**config.mk**
```make
export PLATFORM = sky130hd
export DESIGN_NAME = pc_unit
export DESIGN_NICKNAME = d
export VERILOG_FILES = /design/src/rtl/pc_pkg.sv /design/src/rtl/pc_unit_ras_stack.sv /design/src/rtl/pc_unit.sv
export SDC_FILE = /design/constraint.sdc
export NUM_CORES = 1
export LEC_CHECK = 0
export ABC_AREA = 0
export CORE_UTILIZATION = 35
export CTS_BUF_LIST = sky130_fd_sc_hd__clkbuf_8
export CTS_CLUSTER_SIZE = 8
export DETAILED_ROUTE_END_ITERATION = 16
export PLACE_DENSITY = 0.62
export SKIP_CTS_REPAIR_TIMING = 1
export SLEW_MARGIN = 30
export SYNTH_ARGS = -nofsm -noshare
export SYNTH_HDL_FRONTEND = slang
export SYNTH_SLANG_ARGS = --single-unit
```
**constraint.sdc**
```tcl
create_clock -name clk -period 1.75 [get_ports clk]
set_input_delay 0.175 -clock clk [delete_from_list [all_inputs] [get_ports clk]]
set_output_delay 0.175 -clock clk [all_outputs]
set_load 0.1 [all_outputs]
```
**src/rtl/pc_pkg.sv**
```systemverilog
// Shared types and defaults for the program-counter unit.
package pc_pkg;

  localparam int DEF_INDEX_WIDTH = 9;
  localparam int DEF_INC         = 1;
  localparam int DEF_RESET_VEC   = 0;
  localparam int DEF_RAS_DEPTH   = 4;

  typedef enum logic [2:0] {
    SEL_HOLD,
    SEL_RET,
    SEL_CALL,
    SEL_JMP,
    SEL_BR,
    SEL_INC
  } pc_sel_e;

  // Only one source may steer the PC per cycle; stall wins over everything.
  function automatic pc_sel_e next_sel(input logic stall,
                                       input logic ret,
                                       input logic call,
                                       input logic jump,
                                       input logic branch_taken);
    if (stall)             return SEL_HOLD;
    else if (ret)          return SEL_RET;
    else if (call)         return SEL_CALL;
    else if (jump)         return SEL_JMP;
    else if (branch_taken) return SEL_BR;
    else                   return SEL_INC;
  endfunction

endpackage

```
**src/rtl/pc_unit_ras_stack.sv**
```systemverilog
// Return-address stack: circular buffer whose oldest entry is overwritten on overflow.
module ras_stack #(
  parameter int DEPTH = 4,
  parameter int WIDTH = 9
) (
  input  logic             clk,
  input  logic             rst_n,
  input  logic             push,
  input  logic             pop,
  input  logic [WIDTH-1:0] push_data,
  output logic [WIDTH-1:0] top,
  output logic             empty,
  output logic             full,
  output logic             ovf,
  output logic             unf
);

  localparam int PW = $clog2(DEPTH);
  localparam int CW = PW + 1;

  logic [WIDTH-1:0] mem [DEPTH];
  logic [PW-1:0]    ptr;
  logic [CW-1:0]    cnt;

  assign empty = (cnt == '0);
  assign full  = (cnt == CW'(DEPTH));
  assign top   = mem[ptr];
  assign ovf   = push & full;
  assign unf   = pop & empty;

  // ptr always addresses the newest entry; a push while full lands on the oldest slot.
  always_ff @(posedge clk or negedge rst_n) begin
    if (!rst_n) begin
      ptr <= '0;
      cnt <= '0;
    end else if (push) begin
      ptr <= ptr + PW'(1);
      if (!full) cnt <= cnt + CW'(1);
    end else if (pop && !empty) begin
      ptr <= ptr - PW'(1);
      cnt <= cnt - CW'(1);
    end
  end

  always_ff @(posedge clk) begin
    if (push) mem[ptr + PW'(1)] <= push_data;
  end

endmodule

```
**src/rtl/pc_unit.sv**
```systemverilog
// Program-counter unit with next-PC priority select and return-address stack.
// Optional retire counter output enabled by defining PC_RETIRE_CNT_EN.
module pc_unit
  import pc_pkg::*;
#(
  parameter int INDEX_WIDTH = DEF_INDEX_WIDTH,
  parameter int INC         = DEF_INC,
  parameter int RESET_VEC   = DEF_RESET_VEC,
  parameter int RAS_DEPTH   = DEF_RAS_DEPTH
) (
  input  logic                   clk,
  input  logic                   rst_n,
  input  logic                   stall,
  input  logic                   branch_taken,
  input  logic [INDEX_WIDTH-1:0] branch_target,
  input  logic                   jump,
  input  logic                   call,
  input  logic                   ret,
  input  logic [INDEX_WIDTH-1:0] jump_target,
  output logic [INDEX_WIDTH-1:0] pc,
  output logic [INDEX_WIDTH-1:0] pc_plus,
  output logic                   ras_empty,
  output logic                   ras_full,
  output logic                   ras_err
`ifdef PC_RETIRE_CNT_EN
  ,
  output logic [31:0]            retire_cnt
`endif
);

  localparam logic [INDEX_WIDTH-1:0] INC_W = INDEX_WIDTH'(INC);
  localparam logic [INDEX_WIDTH-1:0] RST_W = INDEX_WIDTH'(RESET_VEC);

  pc_sel_e                sel;
  logic                   push;
  logic                   pop;
  logic                   ovf;
  logic                   unf;
  logic [INDEX_WIDTH-1:0] ras_top;
  logic [INDEX_WIDTH-1:0] pc_next;

  assign sel     = next_sel(stall, ret, call, jump, branch_taken);
  assign push    = (sel == SEL_CALL);
  assign pop     = (sel == SEL_RET);
  assign pc_plus = pc + INC_W;

  ras_stack #(
    .DEPTH(RAS_DEPTH),
    .WIDTH(INDEX_WIDTH)
  ) u_ras (
    .clk      (clk),
    .rst_n    (rst_n),
    .push     (push),
    .pop      (pop),
    .push_data(pc_plus),
    .top      (ras_top),
    .empty    (ras_empty),
    .full     (ras_full),
    .ovf      (ovf),
    .unf      (unf)
  );

  always_comb begin
    pc_next = pc_plus;
    unique case (sel)
      SEL_HOLD: pc_next = pc;
      SEL_RET:  pc_next = ras_empty ? pc_plus : ras_top;  // underflow falls through as sequential
      SEL_CALL: pc_next = jump_target;
      SEL_JMP:  pc_next = jump_target;
      SEL_BR:   pc_next = branch_target;
      SEL_INC:  pc_next = pc_plus;
      default:  pc_next = pc_plus;
    endcase
  end

  always_ff @(posedge clk or negedge rst_n) begin
    if (!rst_n) begin
      pc      <= RST_W;
      ras_err <= 1'b0;
    end else begin
      pc      <= pc_next;
      ras_err <= ras_err | ovf | unf;
    end
  end

`ifdef PC_RETIRE_CNT_EN
  always_ff @(posedge clk or negedge rst_n) begin
    if (!rst_n)      retire_cnt <= '0;
    else if (!stall) retire_cnt <= retire_cnt + 32'd1;
  end
`endif

endmodule
```
======== Yosys cells after proc, flatten, opt, wreduce, memory -nomap -nowiden ========
Memory sizes are Yosys's and may differ from the RTL's.
Index checks and enable logic that the tools add are counted.
storage, ports and cells
  register bits ........................... 15
  bits in writable memories ............... 36
  input port bits ......................... 25
  memories ................................ 1
operators by class
  $add $sub $neg .......................... 5
  equality and inequality tests ........... 6
  multiplexer cells ....................... 14
  bitwise operators ....................... 4
  reductions and logical operators ........ 7
memories
  name       words  bits a word  rd ports  clocked after memory_dff  write ports  line                     RTL
  u_ras.mem  4      9            1         0                         1            pc_unit_ras_stack.sv:21  logic [WIDTH-1:0] mem [DEPTH];
operators with widths
  kind                   number
  $pmux W9 S4            1
  $mux W3                7
  $add A9 B1 Y9 const B  1
  $mux W9                1
  $eq A3 B2 Y1 const B   2
  $eq A3 B3 Y1 const B   2
  $logic_not A3 Y1       2
  $mux W2                2
  $add A3 B1 Y3 const B  1
  $eq A3 B1 Y1 const B   1
  $mux W1                3
  $sub A3 B1 Y3 const B  1
  $add A2 B1 Y2 const B  1
  $and A1 B1 Y1          2
  $ne A2 B2 Y1 const B   1
  $or A1 B1 Y1           2
  $reduce_and A2 Y1      1
  $reduce_bool A2 Y1     1
  $reduce_or A2 Y1       1
  $sub A2 B1 Y2 const B  1
  $logic_and A1 B1 Y1    1
  $logic_not A1 Y1       1

======== Longest topological paths before layout ========
  word-level depth ........................ 9
  gate-level depth with buffers ........... 8
  gate-level depth less buffers ........... 7

======== By module ========
Synthesis repeated with hierarchy kept, for this count alone.
second synthesis, totals
  cells, all modules ...................... 229
  area total of the unflattened synthesis .. 2806.4 sq um
by module, submodules not included
  module     instances  cells each  area an instance (sq um)
  ras_stack  1          93          1711.6
  pc_unit    1          136         1094.8

======== Worst setup path before layout ========
No wires, ideal clock.
  path type ............................... reg2reg
  start ................................... register pc[2]
  end ..................................... memory u_ras.mem[0][5], data pin
  library setup time ...................... 527 ps
  data arrival time ....................... 3377 ps
  slack ................................... -2154 ps
  stages on the path, launching flop included .. 5
  path buffers ............................ 1
  clock period less this slack ............ 3904 ps
  cells stage by stage .................... dfrtp_1 clkbuf_2 nand4_1 or2_2 xnor2_1
on the way
  cells in the longest elaborated chain, start to end .. 1
ends and longest elaborated chain
  what                    line                     RTL
  from (decl)             pc_unit.sv:20            output logic [INDEX_WIDTH-1:0] pc,
  from (signal assigned)  pc_unit.sv:81            pc <= pc_next;
  $add A9 B1 Y9           pc_unit.sv:45            assign pc_plus = pc + INC_W;
  named net pc_plus[5]    pc_unit.sv:21            output logic [INDEX_WIDTH-1:0] pc_plus,
  to (decl)               pc_unit_ras_stack.sv:21
The timed path passes the listed nets, and every way through them passes these cells.

======== Final worst setup path ========
  start ................................... register pc[0]
  end ..................................... output pc_plus[5]
on the way
  cells in the longest elaborated chain, start to end .. 1
ends and longest elaborated chain
  what           line
  $add A9 B1 Y9  pc_unit.sv:45
  to (decl)      pc_unit.sv:21
No other way between the ends.

==> out/qor.csv <==
stage,metric,value,unit
worst_setup_path,count of cells along the worst register-to-register path,5,
timing,final max-slew violation count,0,
route,number of vias in the routed layout,1952,
yosys,netlist area before placement,0.00259,mm²
worst_setup_path,Setup crit end kind,output pin,
route,first drt pass iteration count,4,
finish,antenna fix cells,0,
finish,Util after Layout,0.546,
worst_setup_path,kind of launch point of the worst setup path,flip-flop,
cts,Root Driver,sky130_fd_sc_hd__clkbuf_8,
power,relative contribution of the clock network to total power,0.103,
yosys,number of enable flip-flop cells after synthesis,36,
timing,tightest hold margin,0.190,ns
timing,total of endpoints with negative setup slack in the final report,6,
yosys,syn avg cell area,13.3,µm²
power,power share of the sequential group,0.277,
yosys,Synth warnings,0,
power,worst-case vdd ir drop,0.946,mV
power,Leak Pwr,1.52,nW
worst_setup_path,startpoint of the worst-slack reg-to-reg timing path,u_ras.ptr[0],
yosys,ys async rst share,0.294,
route,drt total wl,6.61,mm
yosys,gate count after technology mapping,195,
floorplanning,number of placement rows,31,
worst_setup_path,end point of the critical path,pc_plus[5],
timing,setup repair after global routing missed its margin,true,
yosys,register bit count reported by yosys,51,
route,ANT nets after route,0,
grt,wire length of the first global-routing pass,10.5,mm
finish,area growth from synthesis to layout,52.1,%
cts,Inserted Clock Buffers,5,
timing,smallest setup slack after layout,-0.158,ns
cts,H-tree depth,2,
placement,number of buffers inserted by port buffering,45,
job,max_cap viols,0,
cts,TritonCTS clock tree,built,
power,Internal Power,3.52,mW
route,drt wl/cell,17.3,µm
placement,DP Worst Slack,-0.157,ns
yosys,Main synth FF type,sky130_fd_sc_hd__edfxtp_1,
timing,final critical delay including setup and external delays,1.91,ns
worst_hold_path,worst min-delay path class,in2async,
cts,Clock Path Buffers,2,
power,power density normalized to cell area,1620,mW/mm²
cts,number of clock sinks,51,
floorplanning,effective utilization at floorplan,0.359,
power,switching power as a share of total power,0.449,
floorplanning,width of the chip,88.1,µm
grt,global route total overflow,0,
timing,post-route fraction of the period consumed by the critical path,1.09,
timing,upper clock frequency limit,0.524,GHz
grt,total global-route track usage,0.184,
grt,antenna violations before repair,0,
placement,weighted congestion at the end of routability-driven global placement,0.778,
worst_setup_path,worst setup path startpoint,pc[0],
timing,clock skew,0.00430,ns
route,DRC violation count after routing,0,
status,result of the run,"complete, but fails checks",
yosys,count of unique library cells instantiated by Yosys,50,
floorplanning,Boundary Pins,46,
timing,headroom to the max-slew limit,0.646,
worst_setup_path,arrival time worst endpoint,1.73,ns
yosys,sequential fraction of the synthesis area,0.562,
worst_setup_path,"Max stage delay cell, worst path",sky130_fd_sc_hd__dfrtp_4,
worst_setup_path,Critical Setup Path Class,reg2out,
worst_setup_path,worst stage delay on the critical path,0.45,ns
cts,clock insertion delay at the later pin of the skew report,0.30,ns
status,failing checks,setup timing,
route,vias per std cell,5.12,
floorplanning,area of the core,0.00721,mm²
grt,vias in the first global route,2010,
floorplanning,height of the chip,88.1,µm
timing,final hold vios,0,
worst_setup_path,worst path cell trace,nand4_1 > or2_4 > xnor2_4 > buf_12,
power,switching power total,2.87,mW
worst_setup_path,worst endpoint required time,1.57,ns
worst_setup_path,worst flop-to-flop path endpoint,pc[5],
yosys,synthesized netlist net count,226,
worst_setup_path,biggest fanout along the worst timing path,4,
placement,post-detailed-placement half-perimeter wirelength,4.88,mm
timing,actual transition at the worst max-transition pin,0.531,ns
power,portion of total power attributed to combinational logic,0.620,
floorplanning,full die area,0.00776,mm²
grt,pin count of the biggest net entering global routing,16,
cts,clock-pin slew on the worst setup and hold paths,0.09,ns
finish,layout cell share with drive strength beyond 1,0.376,
finish,final-stage net count,312,
route,first-iteration detailed-routing DRC count,119,
worst_setup_path,register-to-register setup slack,0.09,ns
cell usage after synthesis, drive strengths merged (2+ instances only):
| cell type | instances | area, µm² |
|---|---|---|
| a21oi | 11 | 55.1 |
| inv | 11 | 43.8 |
| nand3 | 10 | 50.1 |
| or3 | 2 | 12.5 |
| ha | 5 | 62.6 |
| or2 | 2 | 12.5 |
| a21o | 2 | 15.0 |
| xor2 | 2 | 17.5 |
| nand2 | 10 | 37.5 |
| and2 | 3 | 18.8 |
| a32oi | 2 | 17.5 |
| clkbuf | 7 | 27.5 |
| o21ai | 7 | 35.0 |
| buf | 5 | 37.5 |
| o21a | 4 | 30.0 |
| xnor2 | 4 | 35.0 |
| edfxtp | 36 | 1080 |
| nor4 | 2 | 18.8 |
| nor2 | 5 | 18.8 |
| dfrtp | 15 | 375 |
| mux4 | 9 | 233 |
| mux2i | 2 | 20.0 |
| a221oi | 4 | 35.0 |
| a31oi | 6 | 37.5 |
| a2bb2oi | 5 | 43.8 |
| a211oi | 2 | 27.5 |
| and3 | 5 | 31.3 |
layout make-up:
| class | count | area (µm²) |
|---|---|---|
| clock inverter | 3 | 15.0 |
| clock buffer | 5 | 68.8 |
| multi-input combinational | 121 | 1210 |
| sequential | 51 | 1490 |
| fill | 608 | 3270 |
| inverter | 11 | 46.3 |
| timing repair buffer | 91 | 997 |
| tap | 99 | 124 |
sequential cells by signal (all words and copies together) (netlist names):
register and flops:
u_ras.cnt 3, u_ras.mem 36, u_ras.ptr 2, pc 9, ras_err 1
how the worst min path moves through the flow:
stage / cells after the start / to / slack (ns) / from
2_1_floorplan: 0 / pc[7] / -0.12 / rst_n
3_3_place_gp: 2 / ras_err / 0.45 / ras_err
3_5_place_dp: 2 / ras_err / 0.46 / ras_err
4_1_cts: 2 / pc[2] / 0.20 / rst_n
5_1_grt: 2 / pc[8] / 0.20 / rst_n
6_report: 2 / pc[2] / 0.19 / rst_n
metrics by stage:
stage / area [µm²] / total power, mW / std cells / TNS [ns]
floorplan: 2800 / 4.23 / 195 / -9.60
global placement: 3750 / 5.55 / 362 / -2.51
detailed placement: 3750 / 5.59 / 362 / -2.79
CTS: 3830 / 6.26 / 370 / -1.09
global route: 3940 / 6.69 / 381 / -0.976
finish: 3940 / 6.39 / 381 / -0.594
cells by family (layout without fill, tap and decap cells):
family	after synthesis	count (layout)	share of synthesized area
compound gates	52	52	0.147
flops	51	51	0.562
simple gates	46	46	0.0994
fa+ha+maj	6	6	0.0319
mux	11	11	0.0975
buf+inv	23	110	0.0420
xor+xnor	6	6	0.0203
power by group through the flow:
stage | registers, mW | clock network [mW] | logic, mW
floorplan | 2.28 | 0 | 1.95
global placement | 1.81 | 0 | 3.74
detailed placement | 1.81 | 0 | 3.77
CTS | 1.79 | 0.679 | 3.79
global route | 1.79 | 0.724 | 4.17
finish | 1.77 | 0.655 | 3.96
metal layers:
layer	up-vias	routed length, µm	track usage
met2	48	3160	0.306
li1	929	-	-
met1	969	3050	0.241
met3	6	318	0.0339
met5	-	0	0
met4	0	81	0.0660
placed cells by master (no fill, tap or decap), types with 5 or more instances in the layout:
| cell | count |
|---|---|
| sky130_fd_sc_hd__a31oi_1 | 6 |
| sky130_fd_sc_hd__nand2_1 | 9 |
| sky130_fd_sc_hd__dfrtp_4 | 7 |
| sky130_fd_sc_hd__buf_12 | 20 |
| sky130_fd_sc_hd__edfxtp_1 | 36 |
| sky130_fd_sc_hd__clkbuf_8 | 5 |
| sky130_fd_sc_hd__nand3_1 | 8 |
| sky130_fd_sc_hd__and3_1 | 5 |
| sky130_fd_sc_hd__dfrtp_1 | 6 |
| sky130_fd_sc_hd__o21ai_0 | 6 |
| sky130_fd_sc_hd__a21oi_1 | 11 |
| sky130_fd_sc_hd__buf_4 | 46 |
| sky130_fd_sc_hd__inv_1 | 12 |
| sky130_fd_sc_hd__a2bb2oi_1 | 5 |
| sky130_fd_sc_hd__mux4_1 | 8 |
| sky130_fd_sc_hd__clkdlybuf4s50_1 | 24 |
critical path, delay by kind of cell (launching register included):
family / cells / cell delay, ns
DFF: 1 / 0.45
xor gates and xnor gates: 1 / 0.18
and+or+nand+nor: 2 / 0.60
buffers and inverters: 1 / 0.20
No activity file was read; power rests on OpenSTA's default activity.
